`config.mk`:
```
export PLATFORM = sky130hd
export DESIGN_NAME = fetch_ctrl
export DESIGN_NICKNAME = d
export VERILOG_FILES = /design/src/rtl/fetch_ctrl.sv
export SDC_FILE = /design/constraint.sdc
export NUM_CORES = 1
export LEC_CHECK = 0
export ABC_AREA = 0
export ABC_CLOCK_PERIOD_IN_PS = 5600
export CAP_MARGIN = 20
export CORE_ASPECT_RATIO = 0.75
export CORE_MARGIN = 4
export CORE_UTILIZATION = 45
export DETAILED_ROUTE_END_ITERATION = 6
export HOLD_SLACK_MARGIN = 0.08
export PLACE_DENSITY = 0.85
export SKIP_CTS_REPAIR_TIMING = 1
export SYNTH_ARGS = -nofsm -noshare
export SYNTH_HDL_FRONTEND = slang
export SYNTH_SLANG_ARGS = --single-unit
```
`constraint.sdc`:
```
create_clock -name clk -period 5.6 [get_ports clk]
set_input_delay 1.12 -clock clk [delete_from_list [all_inputs] [get_ports clk]]
set_output_delay 1.12 -clock clk [all_outputs]
set_load 0.01 [all_outputs]
```
`src/rtl/fetch_ctrl.sv`:
```
// Instruction fetch/sequencing controller: IDLE/RUN/HALTED FSM, PC-relative branches on a latched compare flag.
// Optional retired-instruction counter is compiled in when RETIRED_COUNT_EN is defined.
module fetch_ctrl #(
  parameter int PC_W  = 10,
  parameter int CNT_W = 16
) (
  input  logic             clk,
  input  logic             reset,
  input  logic             start,
  input  logic [8:0]       instr,
  input  logic [1:0]       compare_flag,
  input  logic             alu_halt,
  output logic [PC_W-1:0]  pc,
  output logic [3:0]       alu_op,
  output logic [4:0]       alu_field,
  output logic             instr_valid,
  output logic [1:0]       flag_q,
  output logic             done,
  output logic [CNT_W-1:0] retired
);

  typedef enum logic [1:0] {IDLE, RUN, HALTED} state_t;

  typedef struct packed {
    logic [3:0] op;
    logic [4:0] field;
  } instr_t;

  localparam logic [3:0] OP_CMP  = 4'd7;
  localparam logic [3:0] OP_BR   = 4'd9;
  localparam logic [3:0] OP_BEQ  = 4'd10;
  localparam logic [3:0] OP_BGT  = 4'd11;
  localparam logic [3:0] OP_BLT  = 4'd12;
  localparam logic [3:0] OP_HALT = 4'd15;

  localparam logic [1:0] FLAG_NONE = 2'b11;
  localparam logic [1:0] FLAG_EQ   = 2'b10;
  localparam logic [1:0] FLAG_GT   = 2'b01;
  localparam logic [1:0] FLAG_LT   = 2'b00;

  state_t           state_q, state_d;
  logic [PC_W-1:0]  pc_d;
  logic [1:0]       flag_d;
  instr_t           cur;
  logic             taken;
  logic [PC_W-1:0]  offset;

  assign cur    = instr_t'(instr);
  // Offset field is a 5-bit two's-complement displacement; the add wraps modulo 2^PC_W.
  assign offset = {{(PC_W-5){cur.field[4]}}, cur.field};

  always_comb begin
    taken = 1'b0;
    case (cur.op)
      OP_BR:   taken = 1'b1;
      OP_BEQ:  taken = (flag_q == FLAG_EQ);
      OP_BGT:  taken = (flag_q == FLAG_GT);
      OP_BLT:  taken = (flag_q == FLAG_LT);
      default: taken = 1'b0;
    endcase
  end

  always_comb begin
    state_d = state_q;
    pc_d    = pc;
    flag_d  = flag_q;
    case (state_q)
      IDLE, HALTED: begin
        if (start) begin
          state_d = RUN;
          pc_d    = '0;
          flag_d  = FLAG_NONE;
        end
      end
      RUN: begin
        // Halt wins over branch and compare; pc stays on the halting address.
        if (cur.op == OP_HALT || alu_halt) begin
          state_d = HALTED;
        end else begin
          if (cur.op == OP_CMP) flag_d = compare_flag;
          pc_d = taken ? pc + offset : pc + PC_W'(1);
        end
      end
      default: state_d = IDLE;
    endcase
  end

  always_ff @(posedge clk or posedge reset) begin
    if (reset) begin
      state_q <= IDLE;
      pc      <= '0;
      flag_q  <= FLAG_NONE;
    end else begin
      state_q <= state_d;
      pc      <= pc_d;
      flag_q  <= flag_d;
    end
  end

  always_comb begin
    instr_valid = (state_q == RUN);
    alu_op      = instr_valid ? cur.op    : 4'd0;
    alu_field   = instr_valid ? cur.field : 5'd0;
    done        = (state_q == HALTED);
  end

`ifdef RETIRED_COUNT_EN
  logic [CNT_W-1:0] retired_q;

  // Every RUN cycle retires one instruction, including the halting one.
  always_ff @(posedge clk or posedge reset) begin
    if (reset) begin
      retired_q <= '0;
    end else if (state_q != RUN && start) begin
      retired_q <= '0;
    end else if (state_q == RUN && retired_q != {CNT_W{1'b1}}) begin
      retired_q <= retired_q + CNT_W'(1);
    end
  end

  assign retired = retired_q;
`else
  assign retired = '0;
`endif

endmodule

```
; After elaboration in Yosys (flattened, before gate mapping)
; Cells that the tools add are included.
[word_totals]
inputBits = 15
mem_bits_ro = 0
register_bits = 14
output_inout_bits = 39
mem_count = 0
word_cells = 41
ramBits = 0
latchBits = 0
[op_classes]
n_bitwise = 0
eq_ne = 14
div = 0
n_mux = 14
add_sub_neg = 2
mul = 0
order_cmp = 0
n_reduce_logical = 8
shift = 0
[op_table]
columns = operator, n
row1 = 10-bit 2-to-1 mux, 3
row2 = "4-bit equality test, second input constant", 5
row3 = 10-bit case mux with 2 select lines, 1
row4 = "10-bit by 1-bit adder with 10-bit output, second input constant", 1
row5 = 10-bit adder, 1
row6 = 2-bit 2-to-1 mux, 5
row7 = 2-bit case mux with 2 select lines, 2
row8 = 5-bit 2-to-1 mux, 1
row9 = "2-bit by 1-bit equality test with 1-bit output, second input constant", 2
row10 = "2-bit equality test, second input constant", 2
row11 = "4-bit by 3-bit equality test with 1-bit output, second input constant", 1
row12 = 2-bit zero test, 2
row13 = 4-bit 2-to-1 mux, 1
row14 = "2-bit by 1-bit inequality test with 1-bit output, second input constant", 2
row15 = "2-bit inequality test, second input constant", 2
row16 = 1-bit case mux with 4 select lines, 1
row17 = 4-bit AND reduction, 1
row18 = 3-bit AND reduction, 1
row19 = 2-bit AND reduction, 1
row20 = 2-bit nonzero test, 1
row21 = 2-bit OR reduction, 1
row22 = 1-bit logical OR, 1

; Logic depth before layout (Yosys ltp)
[depth]
depth_word = 5
depth_mapped = 13
depth_no_buf = 13

; Least setup slack after synthesis
; No wires, ideal clock.
[synth_timing]
kind = input-to-reg
from = input instr[7]
to = register pc[8]
path_stages = 13
setup_ns = 0.083
setup_slack_ns = 2.207
arrival_time_ns = 3.310
path_buffers = 0
required_ns = 5.517
path_cell_list = and3b_1 > o21ai_2 > a21boi_0 > nand2b_1 > ha_1 > inv_1 > fa_1 > nand2b_1 > a21oi_1 > a21o_1 > mux2i_1 > or3_1 > o21ai_0
[synth_via]
elab_chain_len = 5
word_cells_on_any_way = 12
classes_between = 6 x eq/ne / 4 x mux / 2 x reduce/logical
[synth_lines]
columns = item, line_no
row1 = from (decl), 10  ; input logic [8:0] instr,
row2 = 4-bit equality test, 54  ; case (cur.op)
row3 = 1-bit case mux with 4 select lines, 54
row4 = 10-bit 2-to-1 mux, 81  ; pc_d = taken ? pc + offset : pc + PC_W'(1);
row5 = 10-bit 2-to-1 mux, 77  ; if (cur.op == OP_HALT || alu_halt) begin
row6 = 10-bit case mux with 2 select lines, 67  ; case (state_q)
row7 = to (signal assigned), 95  ; pc <= pc_d;
row8 = to (decl), 13  ; output logic [PC_W-1:0] pc,
; Several ways; a longest one is shown, not always the timed one. The select of a mux whose other input is x is not followed.
; A chain may end at the register's enable or synchronous reset.

; Worst setup path in the final report
; Ends and elaborated chain as after synthesis.

==> impl_metrics.env <==
export IMPL_cts_buffers=3
export IMPL_multi_input_area_um2=764
export IMPL_start_kind="input port"
export IMPL_max_slew_margin_rel_pct=56.0
export IMPL_grt_pass1_vias=1101
export IMPL_dr_pass1_iters=4
export IMPL_min_period_ns=3.97
export IMPL_clk_pin_slew_worst_paths_ns=0.09
export IMPL_synth_cells=146
export IMPL_final_util_pct=61.2
export IMPL_synth_most_common_cell="buf_4"
export IMPL_nets=206
export IMPL_cp_max_fo=6
export IMPL_root_buffer="clkbuf_4"
export IMPL_die_y_um=53.1
export IMPL_detail_route_antenna_nets=0
export IMPL_rsz0062_at_grt="false"
export IMPL_critPathKind="input port to flop"
export IMPL_synthToLayoutAreaGrowth_pct=30.3
export IMPL_status="complete, no violations"
export IMPL_drtIter0Drc=32
export IMPL_yosys_warnings=0
export IMPL_whs_ns=0.542
export IMPL_drive_gt1_share_pct=4.89
export IMPL_tns_ns=0
export IMPL_final_hold_viol_count=0
export IMPL_vias_per_cell=5.14
export IMPL_syn_area_per_cell_um2=8.37
export IMPL_overflow=0
export IMPL_yosysTopAreaCell="dfrtp_1"
export IMPL_cts_path_max_buffers=2
export IMPL_grt_max_degree=15
export IMPL_fin_crit_sh_pct=70.9
export IMPL_cts_tree="built"
export IMPL_power_leakage_uw=0.000730
export IMPL_synth_edf_count=0
export IMPL_netlist_top_cells_count="buf_4, dfrtp_1, nand2_1, nor2_1, and2_1"
export IMPL_num_rows=16
export IMPL_power_uw=375
export IMPL_start_util_pct=47.0
export IMPL_ctsHtreeMaxLevel=1
export IMPL_power_density_nw_per_um2=235
export IMPL_seq_area_um2=353
export IMPL_ys_ff_latch=14
export IMPL_ys_seq_area_share_pct=28.9
export IMPL_synth_async_sr_flop_share_pct=100
export IMPL_clock_sinks=14
export IMPL_antenna_cells=0
export IMPL_worstPathArrival_ns=4.18
export IMPL_routed_wl_um=2910
export IMPL_syn_area_um2=1220
export IMPL_synth_main_ff_cell="dfrtp_1"
export IMPL_drc=0
export IMPL_synth_top_area_share_pct=24.6
export IMPL_synth_area_leaders="dfrtp_1, buf_4, and2_1, ha_1, dfstp_2"
export IMPL_drv_cap=0
export IMPL_dr_total_vias=1130
export IMPL_antenna_found_initial=0
export IMPL_die_x_um=68.2
export IMPL_synthDistinctLibCells=42
export IMPL_clkLatencyLatePin_ns=0.29
export IMPL_core_um2=2600
export IMPL_fill_cells=233
export IMPL_dp_hpwl_um=2360
export IMPL_fmax_ghz=0.252
export IMPL_grt_pass1_wl_um=4750
export IMPL_crit_path_end_kind="flop"
export IMPL_tightest_slew_ns=0.658
export IMPL_wl_per_cell_um=13.2
export IMPL_gp_congestion=0.820
export IMPL_track_usage_pct=17.4
export IMPL_setup_violations=0
export IMPL_fin_worst_skew_ns=0.00957
export IMPL_io_pins=54
export IMPL_hp_class="flop to flop"
export IMPL_drv_slew=0
export IMPL_ir_drop_uv=104
export IMPL_cp_required_ns=5.81
export IMPL_die_area_um2=3620
export IMPL_portBuffers=37
-- per-layer routing --
| metal | global-route usage, % | share of wire (%) |
|---|---|---|
| met1 | 21.3 | 43 |
| met2 | 30.6 | 48 |
| met3 | 4.25 | 8.2 |
| met4 | 4.29 | 1.1 |
| met5 | 0 | 0 |
-- cell type report --
cell class / count / share of cell area, %
sequential: 14 / 22.2
clock buffer: 4 / 1.65
multi-input combinational: 120 / 48.0
inverter: 9 / 2.12
timing repair buffer: 37 / 23.3
tap: 36 / 2.83
-- per-stage QoR --
stage	instance area [µm²]	setup WS, ns	std cells
after floorplan	1280	2.21	161
after CTS	1590	1.65	220
after global placement	1570	1.51	216
final	1590	1.63	220
after detailed placement	1570	1.34	216
after global routing	1590	1.40	220
-- path summary, 6_finish.rpt --
path / from / to / slack, ns / depth (start not counted)
worst max-delay path: instr[7] / pc[8] / 1.63 / 14
worst min-delay path: pc[9] / pc[9] / 0.54 / 1
worst max register to register: flag_q[1] / pc[8] / 2.53 / 13
worst min register to register: pc[9] / pc[9] / 0.54 / 1
max in group asynchronous: reset / flag_q[1] / 4.05 / 2
min in group asynchronous: reset / pc[7] / 1.17 / 2
-- sequential cells by signal, indices dropped and copies added, names as in the netlist --
name and cells:
flag_q 2, pc 10, state_q 2
-- report_power, final --
group	leakage [µW]	internal [µW]	switching [µW]
combinational	0.000531	92.1	85.3
clock	0.0000150	27.7	33.7
sequential	0.000183	119	17.3
total	0.000730	239	136
-- cells in the final DEF (no fill, tap or decap), types with 4 or more instances in the layout --
master,Yosys,final
a21oi_1,6,6
and2_1,11,11
clkdlybuf4s50_1,0,37
conb_1,1,16
dfrtp_1,12,12
ha_1,5,5
inv_1,9,9
mux2i_1,4,4
nand2_1,12,12
nand2b_1,6,6
nor2_1,12,12
nor2b_1,4,4
o21ai_0,5,5
-- cells by family (layout without fill, tap and decap cells) --
logic type      after synthesis  in the layout  synth area share (%)
buf+inv                      27             50                  13.2
xor+xnor                      2              2                  1.43
compound gates               38             38                  22.8
other cells                   1             16                 0.307
mux                           4              4                  3.28
flops                        14             14                  28.9
simple gates                 54             54                  23.3
fa+ha+maj                     6              6                  6.76
-- worst max-delay path: stages --
cell and delay [ns]:
clkdlybuf4s50_1 0.55, and3b_1 0.21, o21ai_2 0.20, a21boi_0 0.18, nand2b_1 0.13, ha_1 0.19
inv_1 0.07, fa_1 0.38, nand2b_1 0.18, a21oi_1 0.33, a21o_1 0.18, mux2i_1 0.08
or3_1 0.31, o21ai_0 0.08
Note: power is estimated with default switching activity, not from simulation.
